File: src/rtl/regfile_wb_arbiter.sv
// regfile_wb_arbiter
//
// Shares the register file's single write port (RegWrite/A3/WD3) between two
// writeback requesters: req0 (ALU / data-processing result) and req1
// (multi-cycle unit: load / multiply). A round-robin arbiter picks a winner
// each cycle, and the winner's write goes through one register stage
// (wb_we/wb_addr/wb_data). A 16-bit pending-write scoreboard (busy) lets the
// issue stage spot RAW hazards on read ports A1/A2.
//
// Handshake: a requester holds reqN_valid/addr/data stable until it sees
// reqN_ready. reqN_ready is the combinational grant, and a transfer happens on
// the rising edge where valid & ready are both 1. The write then appears on
// wb_* in the following cycle.
//
// Optional build macro: PC_WRITE_TRAP_EN
//   defined   - writes to R15 are accepted but dropped, and wb_trap pulses for
//               one cycle. R15 can never be reserved (rsv_err pulses instead).
//   undefined - R15 is treated like any other register, and wb_trap is 0.
//
// Parameters
//   W        datapath width (matches register file)
//   RR_INIT  requester that wins the first tie after reset
//
// Ports
//   clk, reset_n                  clock, asynchronous active-low reset
//   req0_valid/ready/addr/data    requester 0 write channel
//   req1_valid/ready/addr/data    requester 1 write channel
//   rsv_valid, rsv_addr           destination reservation from issue
//   rsv_err                       1-cycle pulse: reservation of a busy register
//   rd_addr1, rd_addr2            register file read addresses A1/A2
//   hazard1, hazard2              busy[rd_addr1], busy[rd_addr2] (combinational)
//   busy                          scoreboard, bit n = write to Rn outstanding
//   wb_we, wb_addr, wb_data       register file RegWrite / A3 / WD3
//   wb_trap                       1-cycle pulse: an R15 write was dropped
module regfile_wb_arbiter #(
    parameter int W       = 32,
    parameter bit RR_INIT = 1'b0
) (
    input  logic         clk,
    input  logic         reset_n,
    input  logic         req0_valid,
    output logic         req0_ready,
    input  logic [3:0]   req0_addr,
    input  logic [W-1:0] req0_data,
    input  logic         req1_valid,
    output logic         req1_ready,
    input  logic [3:0]   req1_addr,
    input  logic [W-1:0] req1_data,
    input  logic         rsv_valid,
    input  logic [3:0]   rsv_addr,
    output logic         rsv_err,
    input  logic [3:0]   rd_addr1,
    input  logic [3:0]   rd_addr2,
    output logic         hazard1,
    output logic         hazard2,
    output logic [15:0]  busy,
    output logic         wb_we,
    output logic [3:0]   wb_addr,
    output logic [W-1:0] wb_data,
    output logic         wb_trap
);

    logic         ptr_q, ptr_d;       // requester that wins a tie
    logic         wb_we_q, wb_we_d;
    logic [3:0]   wb_addr_q, wb_addr_d;
    logic [W-1:0] wb_data_q, wb_data_d;
    logic [15:0]  busy_q, busy_d;
    logic         rsv_err_q, rsv_err_d;

    logic         grant0, grant1;
    logic [3:0]   sel_addr;
    logic [W-1:0] sel_data;

`ifdef PC_WRITE_TRAP_EN
    logic         wb_trap_q, wb_trap_d;
`endif

    always_comb begin
        grant0 = req0_valid && (!req1_valid || (ptr_q == 1'b0));
        grant1 = req1_valid && (!req0_valid || (ptr_q == 1'b1));

        // Pointer moves to the other requester after a grant, holds otherwise.
        ptr_d = ptr_q;
        if (grant0) begin
            ptr_d = 1'b1;
        end else if (grant1) begin
            ptr_d = 1'b0;
        end

        sel_addr = grant1 ? req1_addr : req0_addr;
        sel_data = grant1 ? req1_data : req0_data;

        // Address/data hold their last value when idle; only wb_we matters.
        wb_we_d   = 1'b0;
        wb_addr_d = wb_addr_q;
        wb_data_d = wb_data_q;
`ifdef PC_WRITE_TRAP_EN
        wb_trap_d = 1'b0;
        if (grant0 || grant1) begin
            if (sel_addr == 4'd15) begin
                wb_trap_d = 1'b1;
            end else begin
                wb_we_d   = 1'b1;
                wb_addr_d = sel_addr;
                wb_data_d = sel_data;
            end
        end
`else
        if (grant0 || grant1) begin
            wb_we_d   = 1'b1;
            wb_addr_d = sel_addr;
            wb_data_d = sel_data;
        end
`endif

        // Clear first, then reserve against the cleared view, so a
        // reservation landing on the register being written this cycle
        // succeeds instead of raising rsv_err.
        busy_d = busy_q;
        if (wb_we_q) begin
            busy_d[wb_addr_q] = 1'b0;
        end

        rsv_err_d = 1'b0;
        if (rsv_valid) begin
`ifdef PC_WRITE_TRAP_EN
            if (rsv_addr == 4'd15) begin
                rsv_err_d = 1'b1;
            end else
`endif
            if (busy_d[rsv_addr]) begin
                rsv_err_d = 1'b1;
            end else begin
                busy_d[rsv_addr] = 1'b1;
            end
        end
    end

    always_ff @(posedge clk or negedge reset_n) begin
        if (!reset_n) begin
            ptr_q     <= RR_INIT;
            wb_we_q   <= 1'b0;
            wb_addr_q <= 4'd0;
            wb_data_q <= '0;
            busy_q    <= 16'd0;
            rsv_err_q <= 1'b0;
        end else begin
            ptr_q     <= ptr_d;
            wb_we_q   <= wb_we_d;
            wb_addr_q <= wb_addr_d;
            wb_data_q <= wb_data_d;
            busy_q    <= busy_d;
            rsv_err_q <= rsv_err_d;
        end
    end

`ifdef PC_WRITE_TRAP_EN
    always_ff @(posedge clk or negedge reset_n) begin
        if (!reset_n) begin
            wb_trap_q <= 1'b0;
        end else begin
            wb_trap_q <= wb_trap_d;
        end
    end
    assign wb_trap = wb_trap_q;
`else
    assign wb_trap = 1'b0;
`endif

    assign req0_ready = grant0;
    assign req1_ready = grant1;
    assign wb_we      = wb_we_q;
    assign wb_addr    = wb_addr_q;
    assign wb_data    = wb_data_q;
    assign busy       = busy_q;
    assign rsv_err    = rsv_err_q;
    assign hazard1    = busy_q[rd_addr1];
    assign hazard2    = busy_q[rd_addr2];

endmodule

File: config.mk
export PLATFORM = sky130hd
export DESIGN_NAME = regfile_wb_arbiter
export DESIGN_NICKNAME = d
export VERILOG_FILES = /design/src/rtl/regfile_wb_arbiter.sv
export SDC_FILE = /design/constraint.sdc
export NUM_CORES = 1
export LEC_CHECK = 0
export CORE_UTILIZATION = 41
export CTS_CLUSTER_DIAMETER = 60
export DETAILED_ROUTE_END_ITERATION = 10
export PLACE_DENSITY = 0.81
export SETUP_SLACK_MARGIN = 0.4
export SKIP_CTS_REPAIR_TIMING = 1
export SKIP_LAST_GASP = 1
export SLEW_MARGIN = 0
export SYNTH_ARGS = -nofsm -noshare
export SYNTH_HDL_FRONTEND = slang
export SYNTH_SLANG_ARGS = --single-unit
File: constraint.sdc
create_clock -name clk -period 2.3 [get_ports clk]
set_input_delay 0.345 -clock clk [delete_from_list [all_inputs] [get_ports clk]]
set_output_delay 0.345 -clock clk [all_outputs]
set_load 0.01 [all_outputs]
---- Word level (Yosys, flattened, before mapping) ----
Index checks and enable logic that the tools add are counted.
word-level totals
  bits in registers ....................... 55
  output and inout port bits .............. 59
operators by class
  order comparisons ....................... 6
  mux-type cells .......................... 20
  bitwise operators ....................... 4
  reduce and logical (&&, ||, !) cells .... 10
operators with widths
  kind                                                        count
  2-to-1 mux 16 bit                                           3
  2-to-1 mux 32 bit                                           1
  less-than comparator 4 x 5 -> 1 bit, second input constant  4
  bitwise AND 16 bit                                          1
  inverter 16 bit                                             1
  bitwise OR 16 bit                                           1
  binary-select mux 1 bit (select 4 bit)                      3
  2-to-1 mux 1 bit                                            10
  demux 1 bit (select 4 bit)                                  2
  >= comparator 4 x 1 -> 1 bit, second input constant         2
  logical AND 1 bit                                           4
  2-to-1 mux 4 bit                                            1
  logical OR 1 bit                                            3
  zero test 1 bit                                             2
  nonzero test 2 bit                                          1
  inverter 1 bit                                              1

---- Logic depth before layout (Yosys ltp) ----
  word-level depth ........................ 11
  gate-level depth with buffers ........... 6

---- Worst setup path after synthesis ----
OpenSTA, ideal clock, no wires.
  path type ............................... register -> register
  start point ............................. register wb_addr_q[2] (netlist: wb_addr[2])
  end point ............................... register busy_q[10] (netlist: busy[10])
  data arrival time ....................... 1,687 ps
  path slack .............................. 517 ps
  stages on the path, launching flop included .. 7
  buffers on the path ..................... 1
  clock period less this slack ............ 1,783 ps
  path through ............................ dfrtp_1 > or3b_4 > o211ai_1 > o2111ai_1 > a41o_1 > buf_6 > o31ai_1
between the ends
  word-level cells in the longest chain between the ends .. 11
ends and longest elaborated chain
  element                                                                                                    RTL line  text
  from (decl)                                                                                                65        logic [3:0] wb_addr_q, wb_addr_d;
  from (signal assigned)                                                                                     150       wb_addr_q <= wb_addr_d;
  less-than comparator 4 x 5 -> 1 bit (not written as such) or >= comparator 4 x 1 -> 1 bit (tied branches)  121       busy_d[wb_addr_q] = 1'b0;
  logical AND 1 bit (not written as such)                                                                    121
  2-to-1 mux 1 bit (not written as such)                                                                     121
  demux 1 bit (select 4 bit) (*)                                                                             121
  inverter 16 bit (no source line) (*)                                                                       --
  bitwise AND 16 bit (no source line) (*)                                                                    --
  2-to-1 mux 16 bit (*)                                                                                      120       if (wb_we_q) begin
  binary-select mux 1 bit (select 4 bit)                                                                     131       if (busy_d[rsv_addr]) begin
  2-to-1 mux 1 bit (not written as such)                                                                     131
  2-to-1 mux 16 bit                                                                                          131
  2-to-1 mux 16 bit (*)                                                                                      125       if (rsv_valid) begin
  named net busy_d[10]                                                                                       67        logic [15:0] busy_q, busy_d;
  to (signal assigned)                                                                                       152       busy_q <= busy_d;
  to (decl)                                                                                                  67
The timed path passes the listed nets; every way through them passes the cells marked *. The select of a mux whose other input is x is not followed.
A chain may end at the register's enable or synchronous reset.

---- Final worst setup path ----
  start point ............................. register busy_q[10] (netlist: busy[10])
  end point ............................... output port hazard2
between the ends
  word-level cells in the longest chain between the ends .. 2
ends and longest elaborated chain
  element                                 RTL line  text
  binary-select mux 1 bit (select 4 bit)  178       assign hazard2 = busy_q[rd_addr2];
  2-to-1 mux 1 bit (not written as such)  178
  to (decl)                               55        output logic hazard2,
No other way between the ends. The select of a mux whose other input is x is not followed.

==> run_results.csv <==
group,metric,value,unit
floorplanning,core_area,0.00725,mm^2
drt,ant_nets,0,
global_routing,gr-total-overflow,0,
drt,vias,3312,
job,maxCapViolations,0,
power,power,3.65,mW
yosys,synth_edf_count,0,
drt,avgViaCountPerCell,5.70,
drt,drtPass1Iterations,5,
timing,final-setup-viol-count,0,
cells_and_area,fin_area,0.00483,mm^2
worst_setup_path,cp-start-kind,"flop",
timing,post-route-period-util,98.1,%
cells_and_area,num-nets-final,572,
worst_setup_path,crit_path_max_fanout,3,
yosys,yosys_register_bits,55,
timing,tightest_slew,768,ps
drt,wl,9.96,mm
floorplanning,fp.dieW,88.7,um
yosys,ys_seq_area_share,44.6,%
yosys,synthesis.area_per_instance,9.01,um^2
clocking,htree_levels,2,
global_routing,grt_pass1_wl,15.5,mm
yosys,syn_inst,342,
floorplanning,die_area,0.00787,mm^2
cells_and_area,fillers,600,
worst_setup_path,crit_required,1960,ps
power,leakage,2.02,nW
place,dp_hpwl,7.14,mm
timing,whs,59.1,ps
cells_and_area,area_growth,56.6,%
drt,drt_iter0_markers,178,
clocking,cts_root_buf,"clkbuf_8",
worst_setup_path,r2r_start,"wb_addr[3]$_DFFE_PN0P_",
clocking,cts_tree,"built",
drt,avgRoutedWirePerCell,17.1,um
yosys,synth_cell_types,30,
yosys,synth.top_cell.area_share,44.6,%
global_routing,grt_util_all_layers,25.8,%
worst_setup_path,startpoint,"busy[10]$_DFF_PN0_",
floorplanning,fp.dieH,88.7,um
floorplanning,initial_core_util,42.5,%
yosys,ys_warn_count,0,
timing,setup_tns,0,ps
drt,drc,0,
cells_and_area,final_layout_size_suffix_gt1_share,10.6,%
floorplanning,rows,31,
global_routing,antenna_found_initial,0,
worst_setup_path,critPathKind,"reg -> out",
yosys,mappedNetlistNets,431,
cells_and_area,final_cell_mix,"clkdlybuf4s50_1 (137), dfrtp_1 (53), inv_1 (40)",
power,cellPowerDensity,755,mW/mm^2
clocking,cts_made_buffers,5,
yosys,yosysTopAreaCell,"dfrtp_1",
clocking,clkSinkCount,55,
power,peakVddDrop,276,uV
worst_setup_path,worstSetupEndpointType,"output pin",
clocking,clkTransAtPathRegs,90,ps
timing,final_hold_viol_count,0,
timing,rsz0062_at_grt,"true",
cells_and_area,layout_commonest_cell,"clkdlybuf4s50_1",
global_routing,grt_max_degree,86,
status,status,"completed",
cells_and_area,n_antenna_cell,0,
place,port_buffers,146,
min_path,min_path_type,"in -> async",
clocking,clk_latency,300,ps
cells_and_area,final_core_util,66.6,%
timing,skew,7.21,ps
timing,fin_crit,2260,ps
yosys,async_flop_share,100,%
timing,fmax,443,MHz
yosys,synth_area_leaders,"dfrtp_1 (45%), mux4_2 (8.8%), a31oi_1 (7.1%)",
timing,slew_viol_final,0,
place,place_area,0.00464,mm^2
floorplanning,io_pins,148,
yosys,synth-main-ff-cell,"dfrtp_1",
clocking,clockBufferDepth,2,
timing,slew_headroom,48.8,%
yosys,synth_area,0.00308,mm^2
place,gp_congestion,0.896,
worst_setup_path,cp.arrival,1910,ps
global_routing,grt_pass1_vias,3152,
-- per-stage QoR --
stage / worst slack (ps) / instances
final: 43.2 / 581
after global routing: -5.41 / 581
after CTS: -538 / 577
after detailed placement: -534 / 571
after global placement: -499 / 571
after floorplan: 517 / 342
-- synth_stat cells (all sizes together) (2+ instances only) --
master / count
a21oi: 35
o31ai: 8
inv: 40
o2111ai: 4
nand3b: 4
nand2b: 2
nand2: 3
nor2: 38
dfrtp: 55
clkbuf: 23
o211ai: 4
nand3: 5
mux4: 12
a31oi: 35
o22ai: 35
o21ai: 24
or2: 2
buf: 5
-- final cells by class --
type	instances	area, um^2	share of cell area, %
Tap cell	99	124	2.57
Multi-Input combinational cell	220	1510	31.2
Inverter	40	150	3.11
Timing Repair Buffer	161	1600	33.1
Sequential cell	55	1380	28.6
Clock buffer	6	72.6	1.50
-- report_power, final --
part | total (mW) | internal [mW] | switching, mW
Clock | 0.499 | 0.204 | 0.295
Sequential | 1.42 | 1.20 | 0.226
Combinational | 1.72 | 0.993 | 0.731
-- per-layer routing --
layer | routed length, um | track usage, % | share of wire [%]
met5 | 0 | 0 | 0
met4 | 119 | 7.77 | 1.2
met2 | 5060 | 42.7 | 51
met3 | 940 | 7.74 | 9.4
met1 | 3840 | 32.5 | 39
-- flip-flops by register name (all words and copies together), names as in the netlist --
register	count
ptr_q	1
wb_addr	4
wb_we	1
wb_data	32
busy	16
rsv_err	1
-- kinds of logic (layout without fill, tap and decap cells) --
| logic type | Yosys count | count (layout) | share of synthesized area [%] |
|---|---|---|---|
| AO/OA/AOI/OAI | 150 | 151 | 29.3 |
| buffers and inverters | 68 | 207 | 8.93 |
| flip-flops | 55 | 55 | 44.6 |
| AND/OR/NAND/NOR | 55 | 55 | 7.95 |
| multiplexers | 13 | 13 | 9.09 |
| other | 1 | 1 | 0.122 |
-- path summary, 6_finish.rpt --
| check | end | slack, ps | depth (start not counted) |
|---|---|---|---|
| min reg2reg | busy[8]$_DFF_PN0_ | 600 | 2 |
| min | rsv_err$_DFF_PN0_ | 60 | 1 |
| max reg2reg | busy[1]$_DFF_PN0_ | 310 | 5 |
| max in group asynchronous | wb_addr[2]$_DFFE_PN0P_ | 1640 | 2 |
| max | hazard2 | 40 | 4 |
| min in group clk | ptr_q$_DFFE_PN0P_ | 360 | 3 |
-- worst max-delay path: stages (launching register included) --
cell	delay, ps
dfrtp_1	420
buf_6	130
mux4_2	450
mux4_2	480
buf_6	140
Power figures use the tool's default switching activity.
